$ cat src/rtl/if_prefetch.sv
`timescale 1ns/1ps
// Instruction prefetcher: up to MAX_OUTST inst_sram reads in flight, returns queued in an IBUF_DEPTH buffer.
// A word reaches decode no earlier than the cycle after data_ok; fetch stalls on buffer credit, ds_allowin pops the head.
module if_prefetch #(
    parameter logic [31:0] RESET_PC   = 32'hbfc00000,
    parameter int          MAX_OUTST  = 2,
    parameter int          IBUF_DEPTH = 4
) (
    input  logic        clk,
    input  logic        resetn,
    input  logic        ds_allowin,
    input  logic        redirect_valid,
    input  logic [31:0] redirect_pc,
    output logic        fs_to_ds_valid,
    output logic [64:0] fs_to_ds_bus,
    output logic        inst_sram_req,
    output logic [31:0] inst_sram_addr,
    output logic        inst_sram_wr,
    output logic [1:0]  inst_sram_size,
    output logic [3:0]  inst_sram_wstrb,
    output logic [31:0] inst_sram_wdata,
    input  logic        inst_sram_addr_ok,
    input  logic        inst_sram_data_ok,
    input  logic [31:0] inst_sram_rdata
);
    localparam int CW = $clog2(MAX_OUTST + 1);
    localparam int BW = $clog2(IBUF_DEPTH + 1);
    localparam int SW = BW + 1;
    localparam int QW = (MAX_OUTST > 1) ? $clog2(MAX_OUTST) : 1;
    localparam int PW = (IBUF_DEPTH > 1) ? $clog2(IBUF_DEPTH) : 1;

    logic [31:0]   r_fetch_pc;
    logic [CW-1:0] r_pending_cnt;
    logic [CW-1:0] r_discard_cnt;
    logic [31:0]   r_pcq [MAX_OUTST];
    logic [QW-1:0] r_pcq_wr;
    logic [QW-1:0] r_pcq_rd;
    logic [64:0]   r_ibuf [IBUF_DEPTH];
    logic [PW-1:0] r_wr_ptr;
    logic [PW-1:0] r_rd_ptr;
    logic [BW-1:0] r_count;
    logic          r_adel_stop;

    logic          w_aligned;
    logic          w_credit_ok;
    logic          w_fetch_ok;
    logic          w_adel_wr;
    logic          w_hs;
    logic          w_data_wr;
    logic          w_push;
    logic          w_pop;
    logic [64:0]   w_push_dat;
    logic [QW-1:0] w_pcq_wr_nxt;
    logic [QW-1:0] w_pcq_rd_nxt;
    logic [PW-1:0] w_wr_ptr_nxt;
    logic [PW-1:0] w_rd_ptr_nxt;

    // Credit covers both buffered words and words still in flight, so a return always has a slot.
    assign w_aligned   = (r_fetch_pc[1:0] == 2'b00);
    assign w_credit_ok = (SW'(r_pending_cnt) + SW'(r_count)) < SW'(IBUF_DEPTH);
    assign w_fetch_ok  = resetn & ~redirect_valid & ~r_adel_stop & w_credit_ok;
    assign w_adel_wr   = w_fetch_ok & ~w_aligned & (r_pending_cnt == '0);
    assign w_hs        = inst_sram_req & inst_sram_addr_ok;
    assign w_data_wr   = inst_sram_data_ok & (r_discard_cnt == '0) & ~redirect_valid;
    assign w_push      = w_data_wr | w_adel_wr;
    assign w_pop       = fs_to_ds_valid & ds_allowin;
    assign w_push_dat  = w_adel_wr ? {1'b1, 32'h0, r_fetch_pc}
                                   : {1'b0, inst_sram_rdata, r_pcq[r_pcq_rd]};

    assign w_pcq_wr_nxt = (r_pcq_wr == QW'(MAX_OUTST - 1)) ? '0 : r_pcq_wr + QW'(1);
    assign w_pcq_rd_nxt = (r_pcq_rd == QW'(MAX_OUTST - 1)) ? '0 : r_pcq_rd + QW'(1);
    assign w_wr_ptr_nxt = (r_wr_ptr == PW'(IBUF_DEPTH - 1)) ? '0 : r_wr_ptr + PW'(1);
    assign w_rd_ptr_nxt = (r_rd_ptr == PW'(IBUF_DEPTH - 1)) ? '0 : r_rd_ptr + PW'(1);

    assign inst_sram_req   = w_fetch_ok & w_aligned & (r_pending_cnt < CW'(MAX_OUTST));
    assign inst_sram_addr  = {r_fetch_pc[31:2], 2'b00};
    assign inst_sram_wr    = 1'b0;
    assign inst_sram_size  = 2'b10;
    assign inst_sram_wstrb = 4'h0;
    assign inst_sram_wdata = 32'h0;
    assign fs_to_ds_valid  = (r_count != '0);
    assign fs_to_ds_bus    = r_ibuf[r_rd_ptr];

    always_ff @(posedge clk or negedge resetn) begin
        if (!resetn) begin
            r_fetch_pc    <= RESET_PC;
            r_pending_cnt <= '0;
            r_discard_cnt <= '0;
            r_pcq_wr      <= '0;
            r_pcq_rd      <= '0;
            r_wr_ptr      <= '0;
            r_rd_ptr      <= '0;
            r_count       <= '0;
            r_adel_stop   <= 1'b0;
        end else begin
            r_pending_cnt <= r_pending_cnt + CW'(w_hs) - CW'(inst_sram_data_ok);
            if (w_hs)
                r_pcq_wr <= w_pcq_wr_nxt;
            if (inst_sram_data_ok)
                r_pcq_rd <= w_pcq_rd_nxt;
            if (redirect_valid) begin
                r_fetch_pc    <= redirect_pc;
                // Every request still in flight after this edge belongs to the abandoned stream.
                r_discard_cnt <= r_pending_cnt + CW'(w_hs) - CW'(inst_sram_data_ok);
                r_adel_stop   <= 1'b0;
                r_wr_ptr      <= '0;
                r_rd_ptr      <= '0;
                r_count       <= '0;
            end else begin
                if (w_hs)
                    r_fetch_pc <= r_fetch_pc + 32'd4;
                if (inst_sram_data_ok && (r_discard_cnt != '0))
                    r_discard_cnt <= r_discard_cnt - CW'(1);
                if (w_adel_wr)
                    r_adel_stop <= 1'b1;
                if (w_push)
                    r_wr_ptr <= w_wr_ptr_nxt;
                if (w_pop)
                    r_rd_ptr <= w_rd_ptr_nxt;
                r_count <= r_count + BW'(w_push) - BW'(w_pop);
            end
        end
    end

    always_ff @(posedge clk) begin
        if (w_hs)
            r_pcq[r_pcq_wr] <= r_fetch_pc;
        if (w_push)
            r_ibuf[r_wr_ptr] <= w_push_dat;
    end

endmodule

$ cat config.mk
export PLATFORM = sky130hd
export DESIGN_NAME = if_prefetch
export DESIGN_NICKNAME = d
export VERILOG_FILES = /design/src/rtl/if_prefetch.sv
export SDC_FILE = /design/constraint.sdc
export NUM_CORES = 1
export LEC_CHECK = 0
export CAP_MARGIN = 20
export CORE_ASPECT_RATIO = 0.9
export CORE_UTILIZATION = 55
export CTS_CLUSTER_SIZE = 10
export DETAILED_ROUTE_END_ITERATION = 8
export PLACE_DENSITY = 0.89
export SYNTH_ARGS = -nofsm -noshare
export SYNTH_HDL_FRONTEND = slang
export SYNTH_SLANG_ARGS = --single-unit
$ cat constraint.sdc
create_clock -name clk -period 4.2 [get_ports clk]
set_input_delay 0.84 -clock clk [delete_from_list [all_inputs] [get_ports clk]]
set_output_delay 0.84 -clock clk [all_outputs]
set_load 0.03 [all_outputs]
# Word level (Yosys, flattened, before mapping)
# Memory sizes are Yosys's and may differ from the RTL's.
# Cells that the tools add are included.
# W data, S select, Z words.
[word_totals] register_bits=46 ram_bits=324 in_bits=70 output_inout_bits=138 word_cells=72 memories=2
[op_classes] add_sub_neg=11 n_lt_le_gt_ge=2 n_eq_ne=2 muxes=20 n_bitwise=15 n_reduce_logical=11
[mem_list] name="r_ibuf" depth=4 word_bits=65 read_ports=1 rd_ports_with_merged_regs=0 write_ports=1 line_no="38" text="logic [64:0] r_ibuf [IBUF_DEPTH];"
[mem_list] name="r_pcq" depth=2 word_bits=32 read_ports=1 rd_ports_with_merged_regs=0 write_ports=1 line_no="35" text="logic [31:0] r_pcq [MAX_OUTST];"
[op_table] operator="$mux W65" n=1
[op_table] operator="$mux W32" n=2
[op_table] operator="$add A32 B3 Y32 const B" n=1
[op_table] operator="$mux W2" n=8
[op_table] operator="$reduce_bool A2 Y1" n=6
[op_table] operator="$and A1 B1 Y1" n=11
[op_table] operator="$mux W1" n=8
[op_table] operator="$logic_not A2 Y1" n=3
[op_table] operator="$add A2 B1 Y2 const B" n=2
[op_table] operator="$add A2 B3 Y4" n=1
[op_table] operator="$eq A2 B2 Y1 const B" n=2
[op_table] operator="$lt A4 B3 Y1 const B" n=1
[op_table] operator="$add A3 B1 Y3" n=1
[op_table] operator="$mux W3" n=1
[op_table] operator="$not A1 Y1" n=3
[op_table] operator="$reduce_bool A3 Y1" n=1
[op_table] operator="$sub A3 B1 Y3" n=1
[op_table] operator="$add A1 B1 Y1 const B" n=2
[op_table] operator="$add A2 B1 Y2" n=1
[op_table] operator="$lt A2 B2 Y1 const B" n=1
[op_table] operator="$sub A2 B1 Y2" n=1
[op_table] operator="$sub A2 B1 Y2 const B" n=1
[op_table] operator="$logic_and A1 B1 Y1" n=1
[op_table] operator="$or A1 B1 Y1" n=1

# Depth between registers and ports, before layout
[logic_depth] word_depth=10 ltp_mapped=12 depth_no_buf=11

# Least setup slack after synthesis
# Ideal clock, no wire load.
[synth_path] kind="input to register" start="input port redirect_valid" end="memory r_ibuf[1][0] (enable)" setup_ns=0.430 arrival_time_ns=3.275 t_required_ns=3.770 path_slack_ns=0.495 stages=5 path_buffers=1 path_cell_list="nor4b_4 nand4bb_1 clkbuf_1 o21ai_0 and2_1"
[synth_via] elab_chain_cells=9 word_cells_on_any_way=10 cone_classes="mux (2); bitwise (8)"
[synth_rtl] element="start: declaration" line_no="12" text="input logic redirect_valid,"
[synth_rtl] element="$not A1 Y1 *" line_no="61, 64"
[synth_rtl] element="$and A1 B1 Y1 (3 in series)" line_no="61" text="assign w_fetch_ok = resetn & ~redirect_valid & ~r_adel_stop & w_credit_ok;"
[synth_rtl] element="$and A1 B1 Y1 (2 in series)" line_no="62" text="assign w_adel_wr = w_fetch_ok & ~w_aligned & (r_pending_cnt == '0);"
[synth_rtl] element="$or A1 B1 Y1 *" line_no="65" text="assign w_push = w_data_wr | w_adel_wr;"
[synth_rtl] element="$mux W1 *" line_no="128" text="if (w_push)"
[synth_rtl] element="$mux W1 (implied by the code) *" line_no="129" text="r_ibuf[r_wr_ptr] <= w_push_dat;"
[synth_rtl] element="end: declaration" line_no="38"
# Mark *: on every way between the ends. The rest lies on a longest branch, timed or not.

# Final worst setup path
[layout_path] start="register r_rd_ptr[0]" end="output port fs_to_ds_bus[7]"
[layout_via] elab_chain_cells=1
[layout_rtl] element="start: declaration" line_no="40" text="logic [PW-1:0] r_rd_ptr;"
[layout_rtl] element="start signal: assignment" line_no="119" text="r_rd_ptr <= w_rd_ptr_nxt;"
[layout_rtl] element="$mem_v2 Z4 W65"
[layout_rtl] element="end: declaration" line_no="15" text="output logic [64:0] fs_to_ds_bus,"
# No other way between the ends.

==> results.yml <==
setup_path:
  setup.worst_path.start: "r_rd_ptr[0]"
  crit_arrival_ns: 2.79
  r2r-end: "r_discard_cnt[1]"
  critPathKind: "reg -> out"
  endpoint_kind: "output port"
  cp_max_fo: 20
  reg2reg_slack_ns: 1.03
  r2r-start: "r_count[1]"
  start_kind: "flop"
  required_ns: 3.36
  reg2reg_depth: 11
cells_and_area:
  area_delta_synth_final_pct: 19.4
  nets: 1178
  drive_gt1_share_pct: 14.1
yosys:
  synth_cell_types: 52
  synth_edf_count: 324
  yosysTopAreaCellShare_pct: 62.8
  syn_inst: 949
  ys.flop_type: "edfxtp_1"
  syn_area_mm2: 0.0155
  ys_ff_latch: 370
  synth-seq-area-share_pct: 70.3
  synth_commonest_cells: "324 x edfxtp_1, 72 x buf_4, 65 x mux4_2"
  synth_warnings: 0
  avgSynthCellArea_um2: 16.3
  synth_most_common_cell: "edfxtp_1"
  async_flop_share_pct: 12.4
  synth_top_area_cell: "edfxtp_1"
  synth.area.top_cells: "edfxtp_1 63%, mux4_2 9.4%, dfrtp_1 6.0%, buf_4 3.5%, mux2i_1 2.1%"
power:
  power_w: 0.0107
  seqPwrFrac_pct: 44.4
  power_density_mw_per_mm2: 579
  irDropWorstVdd_mv: 0.294
  p_switching_w: 0.00314
  swShare_pct: 29.3
  comb_power_share_pct: 24.6
  internal_power_w: 0.00758
  leakagePower_nw: 6.30
  p_clk_share_pct: 31.0
detailed_routing:
  wl_per_cell_um: 22.0
  antenna_left: 0
  first_pass_iters: 8
  vias: 8698
  vias_per_cell: 5.85
  drtIter0Drc: 895
  route.detailed.drc: 0
  wirelength_mm: 32.6
place:
  numPortBuffers: 166
  gp_congestion: 0.850
  dp_slack_ns: 0.692
  hpwlAfterDp_mm: 20.1
cts:
  clkSinkCount: 370
  htreeDepth: 2
  clock_path_buffers: 3
  cts_tree: "built"
  clock_latency_ns: 0.54
  cts_root_buf: "clkbuf_16"
  post_cts_buffers: 0
  cts_resized: 0
  ctsHoldBuffers: 0
  path_clk_slew_ns: 0.05
  numCtsBuffers: 43
grt:
  first_global_vias: 8711
  grt_pass1_wl_mm: 50.3
  grt.overflow.total: 0
  grt_max_degree: 101
  antenna_found_initial: 0
  grt_use_total_pct: 23.3
timing:
  slew_headroom_pct: 31.6
  min_period_ns: 3.63
  setup_violations: 0
  max_slew.worst_pin.slew_ns: 1.03
  post-route-period-util_pct: 86.5
  skew_ns: 0.0220
  max_freq_ghz: 0.275
  setup-tns-final_ns: 0
  hold_viol: 0
  fin_ws_ns: 0.565
  rsz0062_at_grt: "no"
  finalMaxSlewViolations: 0
die:
  die_w_um: 179
  core_mm2: 0.0273
  ios: 208
  start_util_pct: 56.7
  rows: 57
  die_area_mm2: 0.0289
  die_h_um: 161
run_status:
  status: "finished, final reports clean"
worst_hold_path:
  hp-class: "in -> async"
run:
  maxCapViolCount: 0
worst max path at each step:
stage	to
final	fs_to_ds_bus[7]
after global routing	fs_to_ds_bus[4]
after CTS	fs_to_ds_bus[7]
after detailed placement	r_discard_cnt[1]
after global placement	r_count[2]
after floorplan	r_ibuf[1][0]
through the flow:
stage,hold slack [ns],std cells,util [%],area (um^2)
after floorplan,0.463,988,-,15600
after global placement,0.519,1405,63.2,17300
after detailed placement,0.554,1405,63.2,17300
after CTS,0.450,1485,67.8,18500
after global routing,0.487,1485,67.8,18500
final,0.435,1486,67.8,18500
worst max-delay path: stages (launching register included):
cell and delay [ns]:
dfrtp_4 0.69, buf_4 0.40, mux4_2 0.56, clkdlybuf4s50_1 0.62
kinds of logic (layout without fill, tap and decap cells):
family,count (synthesis),after routing,share of synthesized area (%)
DFF,370,370,70.3
xor gates and xnor gates,8,8,0.452
AOI/OAI and AO/OA,109,109,4.27
adders and majority gates,12,12,1.02
other,2,42,0.0485
muxes,100,100,11.7
and+or+nand+nor,214,214,7.07
buffers and inverters,134,277,5.14
power groups by stage:
stage | combinational (W) | clock (W) | sequential, W
after floorplan | 0.00189 | 0 | 0.00461
after global placement | 0.00259 | 0 | 0.00481
after detailed placement | 0.00265 | 0 | 0.00483
after CTS | 0.00266 | 0.00337 | 0.00477
after global routing | 0.00281 | 0.00352 | 0.00480
final | 0.00264 | 0.00332 | 0.00476
area by class of cell:
class,instances,area [um^2]
clock buffers,76,1220
well taps,354,443
diodes,1,2.50
clock inverters,4,35.0
multi-input cells,484,4000
flip-flops and latches,370,10900
fillers,1700,8800
repair buffers,184,1860
inverters,13,48.8
sequential cells by signal, indices dropped and copies added, names as in the netlist:
signal	cells
r_pcq_rd	1
r_fetch_pc	32
r_count	3
r_rd_ptr	2
r_pcq	64
r_pending_cnt	2
r_pcq_wr	1
r_wr_ptr	2
r_adel_stop	1
r_discard_cnt	2
r_ibuf	260
cell usage in the layout (no fill, tap or decap), drive strengths merged, types with 2 or more instances in the layout:
cell type,Yosys,routed
a21oi,42,42
a31oi,6,6
a32oi,2,2
a41oi,9,9
and2,41,41
and3,5,5
and4,2,2
buf,87,20
clkbuf,34,76
clkdlybuf4s50,0,164
clkinv,0,3
conb,2,41
dfrtp,37,37
dfstp,9,9
edfxtp,324,324
ha,11,11
inv,13,14
mux2,2,2
mux2i,33,33
mux4,65,65
nand2,54,54
nand3,20,20
nand4,10,10
nand4bb,2,2
nor2,58,58
nor2b,4,4
nor3,4,4
nor4,4,4
nor4b,2,2
o211ai,6,6
o21ai,31,31
o311ai,9,9
or3,3,3
or4,4,4
xnor2,6,6
xor2,2,2
metal layers:
metal | up-vias | track usage (%) | part of all wire [%]
li1 | 3837 | - | -
met3 | 66 | 5.04 | 8.5
met2 | 477 | 36.7 | 48
met5 | - | 0 | 0
met1 | 4318 | 32.6 | 41
met4 | 0 | 7.63 | 2.5
(Power assumes the default switching activity.)
